**src/rtl/qpsk_carrier_nco.sv**
```systemverilog
// QPSK I/Q carrier NCO: phase accumulator, quarter-wave sine ROM, one-deep symbol buffer.
// Define QPSK_COS_OUT_EN to build the cosine output; otherwise cos_out is tied to 0.
module qpsk_carrier_nco #(
  parameter int PHASE_W    = 16,
  parameter int LUT_ADDR_W = 5,
  parameter int DATA_W     = 11,
  parameter int AMP        = 1000
) (
  input  logic                     Clk,
  input  logic                     Rst,
  input  logic                     en,
  input  logic [PHASE_W-1:0]       freq_word,
  input  logic [1:0]               sym_in,
  input  logic                     sym_valid,
  output logic                     sym_ready,
  output logic signed [DATA_W-1:0] sin_out,
  output logic signed [DATA_W-1:0] cos_out,
  output logic                     out_valid,
  output logic                     underrun
);

  localparam int N     = 2 ** LUT_ADDR_W;
  localparam int MAG_W = DATA_W - 1;
  localparam int TOP_W = LUT_ADDR_W + 2;

  function automatic logic [MAG_W-1:0] table_entry(input int k);
    real angle;
    angle = 3.14159265358979323846 * real'(k) / (2.0 * real'(N));
    return MAG_W'($rtoi(real'(AMP) * $sin(angle) + 0.5));
  endfunction

  logic [MAG_W-1:0] sine_rom [0:N];

  generate
    for (genvar gi = 0; gi <= N; gi++) begin : g_rom
      assign sine_rom[gi] = table_entry(gi);
    end
  endgenerate

  logic [PHASE_W-1:0] acc_reg;
  logic [PHASE_W:0]   acc_sum;
  logic               wrap;
  logic               boundary;
  logic [1:0]         active_sym_reg;
  logic [1:0]         hold_reg;
  logic               hold_full_reg;
  logic [TOP_W-1:0]   phase_next;
  logic [TOP_W-1:0]   phase_reg;
  logic               p1_valid_reg;

  assign acc_sum  = {1'b0, acc_reg} + {1'b0, freq_word};
  assign wrap     = acc_sum[PHASE_W];
  assign boundary = en & wrap;
  assign sym_ready = ~hold_full_reg;

  // The symbol/45deg offset has no bits below the table index, so only the
  // quadrant+index slice of the phase sum is needed; truncated bits never carry.
  assign phase_next = acc_reg[PHASE_W-1 -: TOP_W]
                    + {active_sym_reg, 1'b1, {(TOP_W-3){1'b0}}};

  always_ff @(posedge Clk) begin
    if (Rst) begin
      acc_reg        <= '0;
      active_sym_reg <= 2'd0;
      hold_reg       <= 2'd0;
      hold_full_reg  <= 1'b0;
      underrun       <= 1'b0;
      phase_reg      <= '0;
      p1_valid_reg   <= 1'b0;
      out_valid      <= 1'b0;
    end else begin
      underrun     <= boundary & ~hold_full_reg;
      p1_valid_reg <= en;
      out_valid    <= p1_valid_reg;
      if (en) begin
        acc_reg   <= acc_sum[PHASE_W-1:0];
        phase_reg <= phase_next;
      end
      // A held symbol is only consumed at a wrap; while full, sym_valid is ignored.
      if (boundary && hold_full_reg) begin
        active_sym_reg <= hold_reg;
        hold_full_reg  <= 1'b0;
      end else if (sym_valid && !hold_full_reg) begin
        hold_reg      <= sym_in;
        hold_full_reg <= 1'b1;
      end
    end
  end

  logic [1:0]              quad;
  logic [LUT_ADDR_W-1:0]   k_idx;
  logic [LUT_ADDR_W:0]     k_fwd;
  logic [LUT_ADDR_W:0]     k_mirror;
  logic [LUT_ADDR_W:0]     sin_idx;
  logic [MAG_W-1:0]        sin_mag;
  logic signed [DATA_W-1:0] sin_pos;
  logic signed [DATA_W-1:0] sin_next;

  assign quad     = phase_reg[TOP_W-1 -: 2];
  assign k_idx    = phase_reg[LUT_ADDR_W-1:0];
  assign k_fwd    = {1'b0, k_idx};
  assign k_mirror = (LUT_ADDR_W+1)'(N) - k_fwd;
  assign sin_idx  = quad[0] ? k_mirror : k_fwd;
  assign sin_mag  = sine_rom[sin_idx];
  assign sin_pos  = $signed({1'b0, sin_mag});
  assign sin_next = quad[1] ? -sin_pos : sin_pos;

  always_ff @(posedge Clk) begin
    if (Rst) begin
      sin_out <= '0;
    end else if (p1_valid_reg) begin
      sin_out <= sin_next;
    end
  end

`ifdef QPSK_COS_OUT_EN
  logic [1:0]               cos_quad;
  logic [LUT_ADDR_W:0]      cos_idx;
  logic [MAG_W-1:0]         cos_mag;
  logic signed [DATA_W-1:0] cos_pos;
  logic signed [DATA_W-1:0] cos_next;

  assign cos_quad = quad + 2'd1;
  assign cos_idx  = cos_quad[0] ? k_mirror : k_fwd;
  assign cos_mag  = sine_rom[cos_idx];
  assign cos_pos  = $signed({1'b0, cos_mag});
  assign cos_next = cos_quad[1] ? -cos_pos : cos_pos;

  always_ff @(posedge Clk) begin
    if (Rst) begin
      cos_out <= '0;
    end else if (p1_valid_reg) begin
      cos_out <= cos_next;
    end
  end
`else
  assign cos_out = '0;
`endif

endmodule
```
**config.mk**
```make
export PLATFORM = sky130hd
export DESIGN_NAME = qpsk_carrier_nco
export DESIGN_NICKNAME = d
export VERILOG_FILES = /design/src/rtl/qpsk_carrier_nco.sv
export SDC_FILE = /design/constraint.sdc
export NUM_CORES = 1
export LEC_CHECK = 0
export CAP_MARGIN = 20
export CORE_MARGIN = 5
export CORE_UTILIZATION = 61
export CTS_CLUSTER_SIZE = 20
export DETAILED_ROUTE_END_ITERATION = 10
export PLACE_DENSITY = 0.93
export SYNTH_ARGS = -nofsm -noshare
export SYNTH_HDL_FRONTEND = slang
export SYNTH_SLANG_ARGS = --single-unit
```
**constraint.sdc**
```tcl
create_clock -name Clk -period 9 [get_ports Clk]
set_input_delay 1.35 -clock Clk [delete_from_list [all_inputs] [get_ports Clk]]
set_output_delay 1.35 -clock Clk [all_outputs]
set_load 0.01 [all_outputs]
```
; Yosys cells after proc, flatten, opt, wreduce, memory -nomap -nowiden
; Memories as Yosys holds them, arrays and structs flattened.
; Cells that the tools add are included.
[word_totals]
reg_bits = 42
latchBits = 0
ramBits = 0
romBits = 640
inputBits = 22
mem_count = 1
[op_classes]
add_sub_neg = 4
mul = 0
div = 0
order_cmp = 1
eq_ne = 0
shift = 0
muxes = 4
n_bitwise = 5
n_reduce_logical = 5
[memory_table]
columns = memory, depth, width, read_ports, rd_clocked_by_memory_dff, wr, line
row1 = (no name shown), 64, 10, 1, 0, 0, 104  ; assign sin_mag = sine_rom[sin_idx];
[ops]
columns = cell, count
row1 = $mux 10, 2
row2 = $add 16x16->17, 1
row3 = $mux 11, 1
row4 = $neg 10->11, 1
row5 = $add 7x7->7, 1
row6 = $ge 7x7->1 const B, 1
row7 = $not 6->7, 1
row8 = $mux 6, 1
row9 = $sub 6x5->6 const A, 1
row10 = $and 1x1->1, 2
row11 = $logic_and 1x1->1, 2
row12 = $not 1->1, 2
row13 = $reduce_and 2->1, 1
row14 = $reduce_or 2->1, 1
row15 = $logic_not 1->1, 1

; Depth between registers and ports, before layout
; Gate-level depths: netlist of the first run.
[logic_depth]
ltp_word = 8
ltp_mapped = 16
ltp_nobuf = 15

; Worst setup path after synthesis of the first run
; OpenSTA, ideal clock, no wires.
[synth_timing]
kind = input to register
start = input port freq_word[0]
end = register active_sym_reg[1]
setup_ns = 0.128
arrival_time_ns = 3.373
setup_slack_ns = 5.499
path_stages = 11
n_path_buf = 0
cell_sequence = ha_1 -> fa_1 -> a21o_1 -> a31oi_1 -> a2111oi_0 -> o31ai_1 -> o21ai_0 -> a21oi_1 -> nor2_1 -> mux2i_1 -> nor2_1
[synth_via]
elab_chain_len = 3
[synth_lines]
columns = item, line
row1 = "start, declared", 12  ; input logic [PHASE_W-1:0] freq_word,
row2 = $add 16x16->17, 51  ; assign acc_sum = {1'b0, acc_reg} + {1'b0, freq_word};
row3 = $and 1x1->1, 53  ; assign boundary = en & wrap;
row4 = $logic_and 1x1->1, 80  ; if (boundary && hold_full_reg) begin
row5 = "end signal, assigned", 81  ; active_sym_reg <= hold_reg;
row6 = "end, declared", 44  ; logic [1:0] active_sym_reg;
; No other way between the ends.
; A chain may end at the register's enable or synchronous reset.

; Worst setup path after layout of the first run
[layout_timing]
start = register phase_reg[0]
end = register sin_out[8]
[layout_via]
elab_chain_len = 8
[layout_lines]
columns = item, line
row1 = "start, declared", 48  ; logic [TOP_W-1:0] phase_reg;
row2 = "start signal, assigned", 77  ; phase_reg <= phase_next;
row3 = $sub 6x5->6, 102  ; assign k_mirror = (LUT_ADDR_W+1)'(N) - k_fwd;
row4 = $mux 6 (*), 103  ; assign sin_idx = quad[0] ? k_mirror : k_fwd;
row5 = $not 6->7 (not written as such) (*), 104
row6 = $mem_v2 64x10 (*), -
row7 = $mux 10 (not written as such) (*) (2 in series), 104
row8 = $neg 10->11, 106  ; assign sin_next = quad[1] ? -sin_pos : sin_pos;
row9 = $mux 11 (*), 106
row10 = "end signal, assigned", 112  ; sin_out <= sin_next;
row11 = "end, declared", 16  ; output logic signed [DATA_W-1:0] sin_out,
; Mark *: on every way between the ends. The rest lies on a longest branch, timed or not. The select of a mux whose other input is x is not followed.

==> impl_metrics.tcl, run 1 <==
set metrics [dict create \
    status "finished, final reports clean" \
    stdcell_count 519 \
    arrival_ps 4670 \
    drv_cap 0 \
    min_from "sin_out[10]$_SDFFE_PP0P_" \
    largest_reg_flops 16 \
    path_cells "inv_1 > ha_1 > nand2b_2 > xnor2_1 > nand2_2 > o221ai_1 > nand3_2 > nor4b_4 > nand3b_1 > mux2_1 > a21oi_1" \
    final_core_util_pct 70.6 \
    grt_setup_unrepaired "false" \
    placedInstanceArea_um2 3830 \
    p_leak_nw 1.57 \
    syn_area_per_cell_um2 8.33 \
    htree_levels 2 \
    start_util_pct 63.6 \
    die_y_um 86.3 \
    synth-seq-cells 42 \
    fp.dieArea_um2 7440 \
    dp_hpwl_mm 6.08 \
    wirelength_mm 8.52 \
    cp_slowest_cell "xnor2_1" \
    area_delta_synth_final_pct 11.0 \
    nFillCells 414 \
    grt_pass1_vias 3063 \
    critPathMaxFanout 17 \
    cts-root-buf "clkbuf_8" \
    synthMostInstantiatedCell "nor2_1" \
    startpoint_type "flop" \
    critPathKind "flop to flop" \
    port_buffers 35 \
    syn_inst 426 \
    clock_sinks 42 \
    hold_buffers 0 \
    seq_area_frac_synth_pct 23.7 \
    cts_resized 0 \
    syn_area_um2 3550 \
    critical_path_required_ps 9230 \
    n_antenna_cell 0 \
    max-slew-margin-rel_pct 30.0 \
    regArea_um2 841 \
    drc_errors 0 \
    vias 3310 \
    place.gp.congestion 0.905 \
    finClkSkew_ps 3.29 \
    die_w_um 86.3 \
    fmax_ghz 0.225 \
    final_net_count 494 \
    async_flop_share_pct 0 \
    io_pins 47 \
    synthFlopType "dfxtp_1" \
    synth.largest_area_cell "dfxtp_1" \
    core_um2 5570 \
    grt_pass1_wl_mm 14.0 \
    grt_antenna_before_repair 0 \
    tns_ps 0 \
    critical_path.endpoint_type "flop" \
    grt_max_degree 43 \
    clock_latency_ps 300 \
    combPwrFrac_pct 46.0 \
    numCtsBuffers 5 \
    drt_iter0_drc 391 \
    synthTopCellsByArea "dfxtp_1, ha_1, mux2i_1" \
    synth_top_area_share_pct 23.7 \
    cts_tree "yes" \
    critPathLaunch "phase_reg[0]$_SDFFE_PP0P_" \
    grt_overflow 0 \
    row_count 27 \
    grt_use_total_pct 22.6 \
    synth_edf_count 0 \
    first_pass_iters 5 \
    viasPerCell 6.38 \
    worst_pin_slew_ps 1040 \
    power_uw 716 \
    yosys.cell_types.count 75 \
    switchingPower_uw 282 \
    hold_violations 0 \
    yosys_warnings 0 \
    ant_nets 0 \
    vdd_drop_max_mv 0.138 \
    slowest_delay_ps 860 \
    cts_buffer_depth 2 \
    fin_crit_ps 4440 \
    post-route-period-util_pct 49.4 \
    avgRoutedWirePerCell_um 16.4 \
    cp_num_buf_inv 1 \
    postCtsSetupBuffers 0 \
    slew_viol_final 0 \
    cp_top_family "simple AND/OR/NAND/NOR gates" \
    power_density_nw_per_um2 182 \
    drive_above_1_share_pct 6.94 \
    post-place-ws_ps 4710 \
    r2r_start "phase_reg[0]$_SDFFE_PP0P_" \
    clkPwrFrac_pct 21.3 \
    synth.top_cells.by_count "nor2_1, dfxtp_1, mux2i_1, nand2_1, a21oi_1" \
    setup_slack_ps 4560 \
    p_seq_share_pct 32.7 \
    p_int_uw 434 \
    hold_class "flop to flop" \
    final_area_um2 3940 \
    timing.hold.ws_ps 481 \
    dp.cells 511 \
    cts.clk_slew.worst_paths_ps 90 \
    setup_viol 0 \
    switching_share_pct 39.3 \
    multi_input_area_um2 2470 \
]
==> power by group through the flow <==
stage / Clock (mW) / Combinational [mW] / Sequential, mW
2_1_floorplan: 0 / 0.260 / 0.227
3_3_place_gp: 0 / 0.303 / 0.236
3_5_place_dp: 0 / 0.318 / 0.238
4_1_cts: 0.153 / 0.323 / 0.233
5_1_grt: 0.160 / 0.358 / 0.237
6_report: 0.153 / 0.329 / 0.234
==> path summary, 6_finish.rpt <==
path	endpoint	slack (ps)	cells after the start
hold / removal	sin_out[10]$_SDFFE_PP0P_	480	2
hold reg to reg	sin_out[10]$_SDFFE_PP0P_	480	2
setup reg to reg	sin_out[8]$_SDFFE_PP0P_	4560	11
setup / recovery	sin_out[8]$_SDFFE_PP0P_	4560	11
==> layout by cell type, fill, tap and decap left out, types with 6 or more instances in the layout <==
master and n:
a211oi_1 9, a21o_1 8, a21oi_1 27, a31oi_1 7, clkdlybuf4s50_1 35, conb_1 11, dfxtp_1 42, ha_1 24
inv_1 14, mux2i_1 28, nand2_1 28, nand2b_1 7, nand3_1 12, nor2_1 50, nor2b_1 6, nor3_1 15
o21ai_0 7, xnor2_1 21
==> layout make-up <==
cell class                      count  area share, %
Clock buffer                        6           1.84
Clock inverter                      2          0.953
Inverter                           15           1.43
Multi-Input combinational cell    344           62.7
Sequential cell                    42           21.4
Tap cell                           72           2.29
Timing Repair Buffer               38           9.47
==> worst reg2reg max path: stages, from the launching register on <==
cell      delay, ps
dfxtp_1         770
inv_1           300
ha_1            410
nand2b_2        300
xnor2_1         860
nand2_2         190
o221ai_1        260
nand3_2         230
nor4b_4         350
nand3b_1        180
mux2_1          370
a21oi_1         160
==> per-layer routing <==
layer	track usage, %	vias up	share of wire [%]
met1	29.1	1545	42
li1	-	1567	-
met4	6.52	0	1.4
met3	3.52	17	7.9
met5	0	-	0
met2	39.0	181	48
==> cell families after synthesis <==
family	Yosys count	share of synthesized area (%)
buf+inv	50	7.80
other cells	1	0.106
simple gates	153	22.3
xor+xnor	24	6.67
flops	42	23.7
fa+ha+maj	26	9.59
mux	30	8.85
compound gates	100	21.0
Note: power is estimated with default switching activity, not from simulation.
==> run 2: changes to the inputs <==
--- a/config.mk
+++ b/config.mk
@@ -7,10 +7,10 @@
 export LEC_CHECK = 0
 export CAP_MARGIN = 20
 export CORE_MARGIN = 5
-export CORE_UTILIZATION = 61
+export CORE_UTILIZATION = 56
 export CTS_CLUSTER_SIZE = 20
 export DETAILED_ROUTE_END_ITERATION = 10
-export PLACE_DENSITY = 0.93
+export PLACE_DENSITY = 0.87
 export SYNTH_ARGS = -nofsm -noshare
 export SYNTH_HDL_FRONTEND = slang
 export SYNTH_SLANG_ARGS = --single-unit
==> constraint.sdc (replaced) <==
create_clock -name Clk -period 4.4 [get_ports Clk]
set_input_delay 0.66 -clock Clk [delete_from_list [all_inputs] [get_ports Clk]]
set_output_delay 0.66 -clock Clk [all_outputs]
set_load 0.01 [all_outputs]
==> run 2 against run 1 <==
- global-route usage decreased by 0.90 points
- first-iteration DRC count decreased by 41%
- total power increased by 100%
- sequential power increased by 100%
- cell count increased by 1.9%
- worst hold slack improved by 7.4 ps
- via count decreased by 2.1%
- routed wire length decreased by 1.7%
- critical path depth increased by 4
- combinational power increased by 110%
- utilization decreased by 6.8 points
- critical endpoint unchanged
==> impl_metrics.tcl, run 2 (synthesized netlist as in run 1, its figures left out) <==
set metrics [dict create \
    status "finished, final reports clean" \
    start_util_pct 56.8 \
    r2r_slack_ps 570 \
    cts_tree "yes" \
    grt_antenna_before_repair 0 \
    die_y_um 89.6 \
    hold_violations 0 \
    numCtsBuffers 5 \
    slew_viol_final 0 \
    critical_path.endpoint_type "flop" \
    hold_class "flop to flop" \
    worst_pin_slew_ps 843 \
    stdcell_count 529 \
    grt_setup_unrepaired "false" \
    cts-root-buf "clkbuf_8" \
    core_um2 6240 \
    dp_hpwl_mm 6.23 \
    drt_iter0_drc 232 \
    ff2ff_path_depth 15 \
    clock_latency_ps 290 \
    critPathKind "flop to flop" \
    drive_above_1_share_pct 8.19 \
    drv_cap 0 \
    place.gp.congestion 0.922 \
    critPathMaxFanout 8 \
    layout_commonest_cell "nor2_1" \
    setup_slack_ps 571 \
    post-place-ws_ps 586 \
    ant_nets 0 \
    drc_errors 0 \
    layout_common_cells "nor2_1, dfxtp_1, clkdlybuf4s50_1" \
    first_pass_iters 5 \
    r2r_start "phase_reg[1]$_SDFFE_PP0P_" \
    fp.dieArea_um2 8030 \
    row_count 29 \
    area_delta_synth_final_pct 12.3 \
    n_antenna_cell 0 \
    timing.hold.ws_ps 489 \
    whs_endpoint "sin_out[4]$_SDFFE_PP0P_" \
    startpoint_type "flop" \
    setup_viol 0 \
    hold_path_depth 2 \
    avgRoutedWirePerCell_um 15.8 \
    arrival_ps 4060 \
    max-slew-margin-rel_pct 42.3 \
    power_density_nw_per_um2 366 \
    post-route-period-util_pct 87.0 \
    grt_pass1_wl_mm 14.1 \
    hold_buffers 0 \
    port_buffers 35 \
    grt_use_total_pct 21.7 \
    htree_levels 2 \
    finClkSkew_ps 5.09 \
    clock_sinks 42 \
    vdd_drop_max_mv 0.235 \
    cts_buffer_depth 2 \
    die_w_um 89.6 \
    grt_max_degree 43 \
    final_net_count 499 \
    grt_pass1_vias 3104 \
    cts.clk_slew.worst_paths_ps 80 \
    p_leak_nw 1.61 \
    largest_reg_flops 16 \
    postCtsSetupBuffers 0 \
    tns_ps 0 \
    regToRegEndpoint "sin_out[8]$_SDFFE_PP0P_" \
    wirelength_mm 8.38 \
    cts_resized 0 \
    fin_crit_ps 3830 \
    dp.cells 521 \
    grt_overflow 0 \
    critical_path_required_ps 4630 \
    fmax_ghz 0.261 \
    vias 3239 \
    min_from "sin_out[4]$_SDFFE_PP0P_" \
    io_pins 47 \
    viasPerCell 6.12 \
]
## run 2: cell types whose count changed in the layout (fill, tap and decap cells not counted), sizes merged
cell      previous run  this run
buf                  3         8
inv                 15        16
clkinvlp             1         0
clkinv               0         1
clkbuf               6         5
## run 2: how the worst max path moves through the flow
| stage | startpoint | end | slack (ps) | depth (start not counted) |
|---|---|---|---|---|
| 2_1_floorplan | phase_reg[0]$_SDFFE_PP0P_ | sin_out[8]$_SDFFE_PP0P_ | 1050 | 14 |
| 5_1_grt | phase_reg[1]$_SDFFE_PP0P_ | sin_out[7]$_SDFFE_PP0P_ | 330 | 14 |
| 4_1_cts | phase_reg[1]$_SDFFE_PP0P_ | sin_out[8]$_SDFFE_PP0P_ | 670 | 15 |
| 3_5_place_dp | freq_word[0] | active_sym_reg[0]$_SDFFE_PP0P_ | 590 | 12 |
| 3_3_place_gp | freq_word[0] | active_sym_reg[0]$_SDFFE_PP0P_ | 790 | 12 |
| 6_report | phase_reg[1]$_SDFFE_PP0P_ | sin_out[8]$_SDFFE_PP0P_ | 570 | 15 |
## run 2: through the flow
stage / util (%) / cell area [um2] / total power [mW]
6_report: 63.8 / 3980 / 1.46
2_1_floorplan: - / 3580 / 0.996
3_5_place_dp: 62.0 / 3870 / 1.14
4_1_cts: 63.8 / 3980 / 1.45
3_3_place_gp: 62.0 / 3870 / 1.11
5_1_grt: 63.8 / 3980 / 1.55
## run 2: layout make-up
cell class	count	area [um2]
clock inverter	3	43.8
inverter	15	56.3
tap	77	96.3
multi-input combinational	344	2470
clock buffer	5	68.8
fill	537	2260
sequential	42	841
timing repair buffer	43	410
## run 2: power breakdown
part	internal [mW]	total, mW	switching, mW
clock network	0.170	0.310	0.140
registers	0.425	0.468	0.0429
logic	0.298	0.679	0.381
total	0.893	1.46	0.564
## run 2: worst max-delay path: stages (launching register included)
cell and delay (ps):
dfxtp_1 500, inv_1 80, ha_1 340, nand2_1 160, nand2_1 260, inv_2 120, ha_1 230, nand2_1 70
o21ai_0 100, a2111oi_0 610, a211oi_1 100, a21oi_1 450, nor4b_4 130, nand3b_1 150, mux2_1 330, a21oi_1 140
## run 2: per-layer routing
metal	share of wire (%)	global-route usage, %	routed length (um)
met3	4.7	3.01	395
met1	43	27.1	3570
met4	2.1	7.85	176
met2	51	37.9	4240
met5	0	0	0
